## config.mk

```make
export PLATFORM = sky130hd
export DESIGN_NAME = io_output_ctrl
export DESIGN_NICKNAME = d
export VERILOG_FILES = /design/src/rtl/io_output_ctrl.sv
export SDC_FILE = /design/constraint.sdc
export NUM_CORES = 1
export LEC_CHECK = 0
export CAP_MARGIN = 20
export CORE_AREA = 4 4 218 220
export CTS_BUF_LIST = sky130_fd_sc_hd__clkbuf_4 sky130_fd_sc_hd__clkbuf_8 sky130_fd_sc_hd__clkbuf_16
export DETAILED_ROUTE_END_ITERATION = 7
export DIE_AREA = 0 0 222 224
export MAX_ROUTING_LAYER = met4
export PLACE_DENSITY = 0.82
export SKIP_CTS_REPAIR_TIMING = 1
export SYNTH_ARGS = -nofsm -noshare
export SYNTH_HDL_FRONTEND = slang
export SYNTH_SLANG_ARGS = --single-unit
```

## constraint.sdc

```tcl
create_clock -name i_clk -period 3.6 [get_ports i_clk]
set_input_delay 0.36 -clock i_clk [delete_from_list [all_inputs] [get_ports i_clk]]
set_output_delay 0.36 -clock i_clk [all_outputs]
set_load 0.01 [all_outputs]
```

## src/rtl/io_output_ctrl.sv

```systemverilog
// Memory-mapped output register bank: NUM_CH masked-write channels with
// per-channel blink masks and a global PWM brightness gate on the driven outputs.
module io_output_ctrl #(
  parameter int NUM_CH    = 5,
  parameter int DATA_W    = 32,
  parameter int PWM_W     = 8,
  parameter int BLINK_DIV = 25000000
) (
  input  logic                                        i_clk,
  input  logic                                        i_reset,
  input  logic [NUM_CH-1:0]                           i_wren,
  input  logic [NUM_CH-1:0]                           i_blink_wren,
  input  logic [1:0]                                  i_mode,
  input  logic [DATA_W/8-1:0]                         i_bmask,
  input  logic [DATA_W-1:0]                           i_wdata,
  input  logic                                        i_duty_wren,
  input  logic [((NUM_CH > 1) ? $clog2(NUM_CH) : 1)-1:0] i_rsel,
  output logic [DATA_W-1:0]                           o_rdata,
  output logic [NUM_CH*DATA_W-1:0]                    o_ch,
  output logic                                        o_blink_phase
);

  localparam int NB     = DATA_W / 8;
  localparam int RSEL_W = (NUM_CH > 1) ? $clog2(NUM_CH) : 1;
  localparam int CNT_W  = $clog2(BLINK_DIV);
  localparam logic [CNT_W-1:0] BLINK_LAST = CNT_W'(BLINK_DIV - 1);

  logic [DATA_W-1:0] data_q  [NUM_CH];
  logic [DATA_W-1:0] data_d  [NUM_CH];
  logic [DATA_W-1:0] blink_q [NUM_CH];
  logic [DATA_W-1:0] blink_d [NUM_CH];
  logic [PWM_W-1:0]  duty_q, duty_d;
  logic [PWM_W-1:0]  pwm_cnt_q, pwm_cnt_d;
  logic [CNT_W-1:0]  blink_cnt_q, blink_cnt_d;
  logic              phase_q, phase_d;
  logic [DATA_W-1:0] lane_mask;
  logic [DATA_W-1:0] wdata_masked;
  logic              blink_wrap;
  logic              pwm_on;

  // Masked data d already has disabled lanes zeroed, so set/clear/toggle
  // leave those lanes alone without needing the mask again.
  function automatic logic [DATA_W-1:0] f_apply_mode(
    input logic [DATA_W-1:0] cur,
    input logic [1:0]        mode,
    input logic [DATA_W-1:0] m,
    input logic [DATA_W-1:0] d
  );
    logic [DATA_W-1:0] res;
    case (mode)
      2'b00:   res = (cur & ~m) | d;
      2'b01:   res = cur | d;
      2'b10:   res = cur & ~d;
      default: res = cur ^ d;
    endcase
    return res;
  endfunction

  always_comb begin
    lane_mask = '0;
    for (int b = 0; b < NB; b++) begin
      lane_mask[b*8 +: 8] = {8{i_bmask[b]}};
    end
    wdata_masked = i_wdata & lane_mask;
  end

  always_comb begin
    for (int k = 0; k < NUM_CH; k++) begin
      data_d[k]  = data_q[k];
      blink_d[k] = blink_q[k];
      if (i_wren[k]) begin
        data_d[k] = f_apply_mode(data_q[k], i_mode, lane_mask, wdata_masked);
      end
      if (i_blink_wren[k]) begin
        blink_d[k] = (blink_q[k] & ~lane_mask) | wdata_masked;
      end
    end
    duty_d = i_duty_wren ? i_wdata[PWM_W-1:0] : duty_q;
  end

  // Free-running timers; register writes never disturb them.
  always_comb begin
    blink_wrap  = (blink_cnt_q == BLINK_LAST);
    blink_cnt_d = blink_wrap ? '0 : blink_cnt_q + 1'b1;
    phase_d     = phase_q ^ blink_wrap;
    pwm_cnt_d   = pwm_cnt_q + 1'b1;
  end

  always_ff @(posedge i_clk or negedge i_reset) begin
    if (!i_reset) begin
      for (int k = 0; k < NUM_CH; k++) begin
        data_q[k]  <= '0;
        blink_q[k] <= '0;
      end
      duty_q      <= '1;
      pwm_cnt_q   <= '0;
      blink_cnt_q <= '0;
      phase_q     <= 1'b1;
    end else begin
      for (int k = 0; k < NUM_CH; k++) begin
        data_q[k]  <= data_d[k];
        blink_q[k] <= blink_d[k];
      end
      duty_q      <= duty_d;
      pwm_cnt_q   <= pwm_cnt_d;
      blink_cnt_q <= blink_cnt_d;
      phase_q     <= phase_d;
    end
  end

  // Outputs depend on flops only (plus i_rsel for the readback mux).
  always_comb begin
    pwm_on = (&duty_q) | (pwm_cnt_q < duty_q);
    o_ch   = '0;
    for (int k = 0; k < NUM_CH; k++) begin
      o_ch[k*DATA_W +: DATA_W] = data_q[k]
                               & ~(blink_q[k] & {DATA_W{~phase_q}})
                               & {DATA_W{pwm_on}};
    end
  end

  always_comb begin
    o_rdata = '0;
    for (int k = 0; k < NUM_CH; k++) begin
      if (i_rsel == RSEL_W'(k)) begin
        o_rdata = data_q[k];
      end
    end
  end

  assign o_blink_phase = phase_q;

endmodule

```

# Word-level counts from Yosys, hierarchy flattened
# Cells that the tools add are included.
op_classes:
  n_addsub: 2
  order_cmp: 1
  n_eq_ne: 7
  n_mux: 11
  n_bitwise: 61
  reduce_logical: 3
op_table:
  columns: ["cell", "count"]
  rows:
  - ["$and 32x32->32", 31]
  - ["$or 32x32->32", 15]
  - ["$pmux 32 s3", 5]
  - ["$not 32->32", 7]
  - ["$mux 32", 5]
  - ["$xor 32x32->32", 5]
  - ["$add 25x1->25 const B", 1]
  - ["$eq 25x25->1 const B", 1]
  - ["$mux 25", 1]
  - ["$add 8x1->8 const B", 1]
  - ["$lt 8x8->1", 1]
  - ["$reduce_and 8->1", 1]
  - ["$eq 3x2->1 const B", 2]
  - ["$eq 3x1->1 const B", 1]
  - ["$eq 3x3->1 const B", 1]
  - ["$logic_not 3->1", 1]
  - ["$eq 2x1->1 const B", 1]
  - ["$eq 2x2->1 const B", 1]
  - ["$logic_not 2->1", 1]
  - ["$not 1->1", 1]
  - ["$or 1x1->1", 1]
  - ["$xor 1x1->1", 1]
word_totals:
  ff_bits: 362
  inputBits: 54
  output_inout_bits: 193
  elab_cells: 99

# Longest topological paths before layout
# Gate-level depths: netlist of the first run.
logic_depth:
  word_depth: 6
  ltp_mapped: 8
  ltp_nobuf: 6

# Least setup slack after synthesis of the first run
# Ideal clock, no wire load.
synth_path:
  path_kind: "register to output"
  from: "register duty_q[6]"
  to: "output port o_ch[67]"
  arrival_time_ps: 1989
  required_ps: 3240
  slack_ps: 1251
  path_stages_with_launch: 9
  n_path_buf: 2
  path_cell_list: "dfstp_2 > inv_1 > ha_1 > a21o_1 > nand2_1 > a21oi_1 > clkbuf_1 > buf_1 > a211oi_1"
synth_between:
  elab_chain_cells: 3
  word_cells_on_any_way: 4
  classes_between: "order compare (1); bitwise (2); reduce/logical (1)"
synth_lines:
  columns: ["element", "line", "text"]
  rows:
  - ["from (decl)", "32", "logic [PWM_W-1:0] duty_q, duty_d;"]
  - ["from (signal assigned)", "104", "duty_q <= duty_d;"]
  - ["$lt 8x8->1 or $reduce_and 8->1 (tied branches)", "113", "pwm_on = (&duty_q) | (pwm_cnt_q < duty_q);"]
  - ["$or 1x1->1 *", "113", null]
  - ["$and 32x32->32 *", "118", "& {DATA_W{pwm_on}};"]
  - ["to (decl)", "19", "output logic [NUM_CH*DATA_W-1:0] o_ch,"]
# Mark *: on every way between the ends. The rest lies on a longest branch, timed or not.

# Worst setup path after layout of the first run
layout_path:
  from: "register duty_q[6]"
  to: "output port o_ch[21]"
# The elaborated chain is that of the path after synthesis.

==> impl.org, run 1 <==
** Synth
- Synth Net Count :: 2627
- Post-synth top area cell :: dfrtp_1
- Synthesized-area fraction occupied by adder cells :: 0.0941
- The synthesized design contains 362 register bits.
- Xor and xnor area share after synthesis :: 0.00818
- Fraction of post-synthesis cell area in the top cell type by area :: 0.393
- Fraction of the yosys area taken by sequential cells :: 0.403
- Dividing the synthesized area by the synthesized cell count gives 9.35 µm².
- The most common cell in the synthesized netlist is dfrtp_1.
- Of the total synthesized cell area, the portion taken by AND, OR, NAND and NOR gates is 0.0890.
- Share of synthesized area spent on multiplexers :: 0.0991
- After synthesis, the largest family of logic cells by area is compound AO/OA/AOI/OAI gates.
- Count of synthesis-stage warnings from yosys :: 0
- The commonest cells after synthesis are dfrtp_1 (353), nand2_1 (342), o21ai_0 (332), inv_1 (177), ha_1 (169).
- After synthesis, the cell types taking the most area are dfrtp_1 (39%), ha_1 (9.4%), mux2_2 (8.1%).
- Async set or reset register ratio after synthesis :: 1.00
- Number of flops mapped to enable cells by yosys :: 0
- The cell area that synthesis handed to floorplanning was 22500 µm².
- The fraction of the mapped netlist area in compound gates is 0.245.
- In the synthesized netlist the dominant register cell turns out to be dfrtp_1.
- In this run, distinct cell masters in the synthesized netlist total 44.
- Counting every instance in the synthesized netlist gives 2404.

** Power and ir drop
- The design draws 12900 µW.
- Dividing total power by cell area gives a power density of 482 nW/µm².
- Summed over all cells, the static leakage comes to 0.0114 µW.
- IR analysis of the VDD net gives a maximum drop of 0.284 mV.

** Floorplanning
- Chip Height :: 224 µm
- Top-level port count :: 247
- The die covers 49700 µm².
- The floorplan has 78 rows.
- Measured along the x axis, the die boundary spans 222 µm.
- Core area :: 45300 µm²
- Initial core utilization :: 0.496

** Global route
- All-layer global routing usage :: 0.288
- Global-route congestion overflow total :: 0
- Pin count of the biggest net entering global routing :: 161
- Number of global-route vias before repair :: 20000
- Wire length of the first global-routing pass :: 113000 µm
- Antenna violations before repair :: 2

** Timing
- RSZ-0062 raised after global routing :: false
- At the pin with the least slew margin, the transition time is 1100 ps.
- Final Hold Viols :: 0
- Setup violations remaining at the end of the flow were counted as 0.
- Part of the cycle the worst path needs :: 0.960
- The max-slew violation count is 0.
- Max Freq :: 0.289 GHz
- Minimum clock period after layout :: 3460 ps
- Least setup slack across all paths after layout :: 144 ps
- Clock skew on the completed layout was measured at 14.2 ps.
- Max-slew headroom at the worst pin :: 0.264

** Setup path
- The worst register-to-register path ends at blink_cnt_q[24].
- Data arrives at the worst endpoint at 3100 ps.
- CP Launch Type :: flop
- For the worst setup path, the data required time is 3240 ps.
- Launching element of the worst setup path :: duty_q[6]
- Worst r2r src :: blink_cnt_q[3]
- The worst setup path is captured at a primary output.
- For the worst flop-to-flop path, the logic depth is 4.
- In this run the register-to-register setup slack is 1340 ps.
- Along the worst path, the maximum fanout reaches 77.
- Classification of the worst setup path :: reg -> out

** Drt
- Wirelength per Cell :: 22.5 µm
- For this block, the routed nets add up to 71700 µm of wire.
- The routed layout has 20100 vias.
- Number of vias per cell :: 6.31
- The count of nets left with antenna violations once routing finished came out at 0.
- Drt drc :: 0
- The detailed router finished its first iteration with 1988 violations.
- DR pass1 iterations :: 6

** Place
- At the end of routability-driven placement, the weighted congestion stood at 0.902.
- Number of port buffers :: 246
- Worst setup slack before clock tree synthesis :: 585 ps
- Number of placed instances, taps included :: 3113
- After legalization and detailed placement, the total HPWL measured 49400 µm.

** Layout
- Footprint of the multi-input gates :: 12100 µm²
- Layout Area Growth over Synthesis :: 19.2%
- Count of nets after finishing :: 2778
- Post-Route Utilization :: 0.592
- Final instance count without filler cells :: 3183
- Layout filler cell count :: 3730
- Share of layout cells above drive strength 1 :: 0.120
- Summing all flip-flop and latch instances after layout gives 9070 µm².

** Worst hold path
- Worst hold start :: i_mode[1]
- Destination of the worst hold path :: data_q[85]
- Hold path cells :: 3
- Class of the tightest hold or removal check :: in -> reg

** Clocking
- Clock buffer depth :: 3
- Total number of H-tree levels :: 2
- Post-CTS clock slew at the launch and capture registers of the worst setup and hold paths :: 60 ps
- CTS Buf Count :: 39
- Clock tree from TritonCTS :: built
- Clock root buffer :: clkbuf_16
- Worst-Skew Late Latency :: 560 ps
- Clock tree synthesis found a total of 362 sinks.

** Job
- Reported max-cap violation count :: 0

** Run status
- Outcome :: complete, no violations
-- worst max-delay path by stage --
| stage | to | slack (ps) | depth (start not counted) |
|---|---|---|---|
| 3_3_place_gp | o_ch[36] | 610 | 7 |
| 6_report | o_ch[21] | 140 | 8 |
| 5_1_grt | o_ch[16] | 30 | 8 |
| 2_1_floorplan | o_ch[67] | 1250 | 8 |
| 3_5_place_dp | o_ch[36] | 580 | 7 |
| 4_1_cts | o_ch[36] | -6 | 7 |
-- power by group --
group / internal [µW] / switching (µW)
combinational: 1720 / 1890
clock: 2430 / 1670
sequential: 4660 / 554
total: 8810 / 4120
-- through the flow --
stage	instance area (µm²)	hold WS, ps	setup TNS (ps)
after floorplan	22500	64.4	0
after global placement	25500	446	0
after detailed placement	25500	465	0
after CTS	26800	-108	-11.0
after global routing	26800	406	0
final	26800	376	0
-- cells in the final DEF, fill, tap and decap left out, types with 28 or more instances in the layout --
master,Yosys,routed
a211oi_1,160,160
a21oi_1,41,40
mux2_2,161,161
o21ai_0,332,332
a32o_1,101,101
nand2b_1,32,32
clkdlybuf4s50_1,0,240
clkbuf_16,0,41
a22o_1,59,59
buf_4,0,38
nand2_1,342,342
o211ai_1,54,54
nor2_1,45,44
dfrtp_1,353,353
ha_1,169,169
mux2i_1,28,28
inv_1,177,177
-- critical path, stage by stage, from the launching register on --
cell and delay (ps):
dfstp_2 530, inv_1 50, ha_1 340, a21o_1 190
nand2_1 110, a21oi_4 80, buf_6 240, a211oi_1 330
clkdlybuf4s50_1 600
-- layer usage --
| metal | share of wire | global-route usage |
|---|---|---|
| met3 | 0.084 | 0.0545 |
| met1 | 0.40 | 0.367 |
| met4 | 0.049 | 0.129 |
| met5 | 0 | - |
| met2 | 0.46 | 0.451 |
-- kinds of logic (layout without fill, tap and decap cells) --
kind of cell | count (synthesis) | count (layout)
compound gates | 820 | 820
mux | 195 | 195
fa+ha+maj | 169 | 169
buf+inv | 363 | 540
other cells | 0 | 2
xor+xnor | 21 | 21
flops | 362 | 362
simple gates | 474 | 474
-- final cells by class --
class	instances	share of cell area
Antenna cell	2	0.000187
Clock buffer	57	0.0444
Clock inverter	10	0.00373
Inverter	177	0.0248
Multi-Input combinational cell	1679	0.451
Sequential cell	362	0.339
Tap cell	600	0.0280
Timing Repair Buffer	296	0.110
(Power assumes the default switching activity.)
==> run 2, diff against run 1 <==
--- a/config.mk
+++ b/config.mk
@@ -16,3 +16,4 @@
 export SYNTH_ARGS = -nofsm -noshare
 export SYNTH_HDL_FRONTEND = slang
 export SYNTH_SLANG_ARGS = --single-unit
+export TNS_END_PERCENT = 30
==> results of run 2 <==
The final DEF is identical to that of run 1; final timing and power are the same.
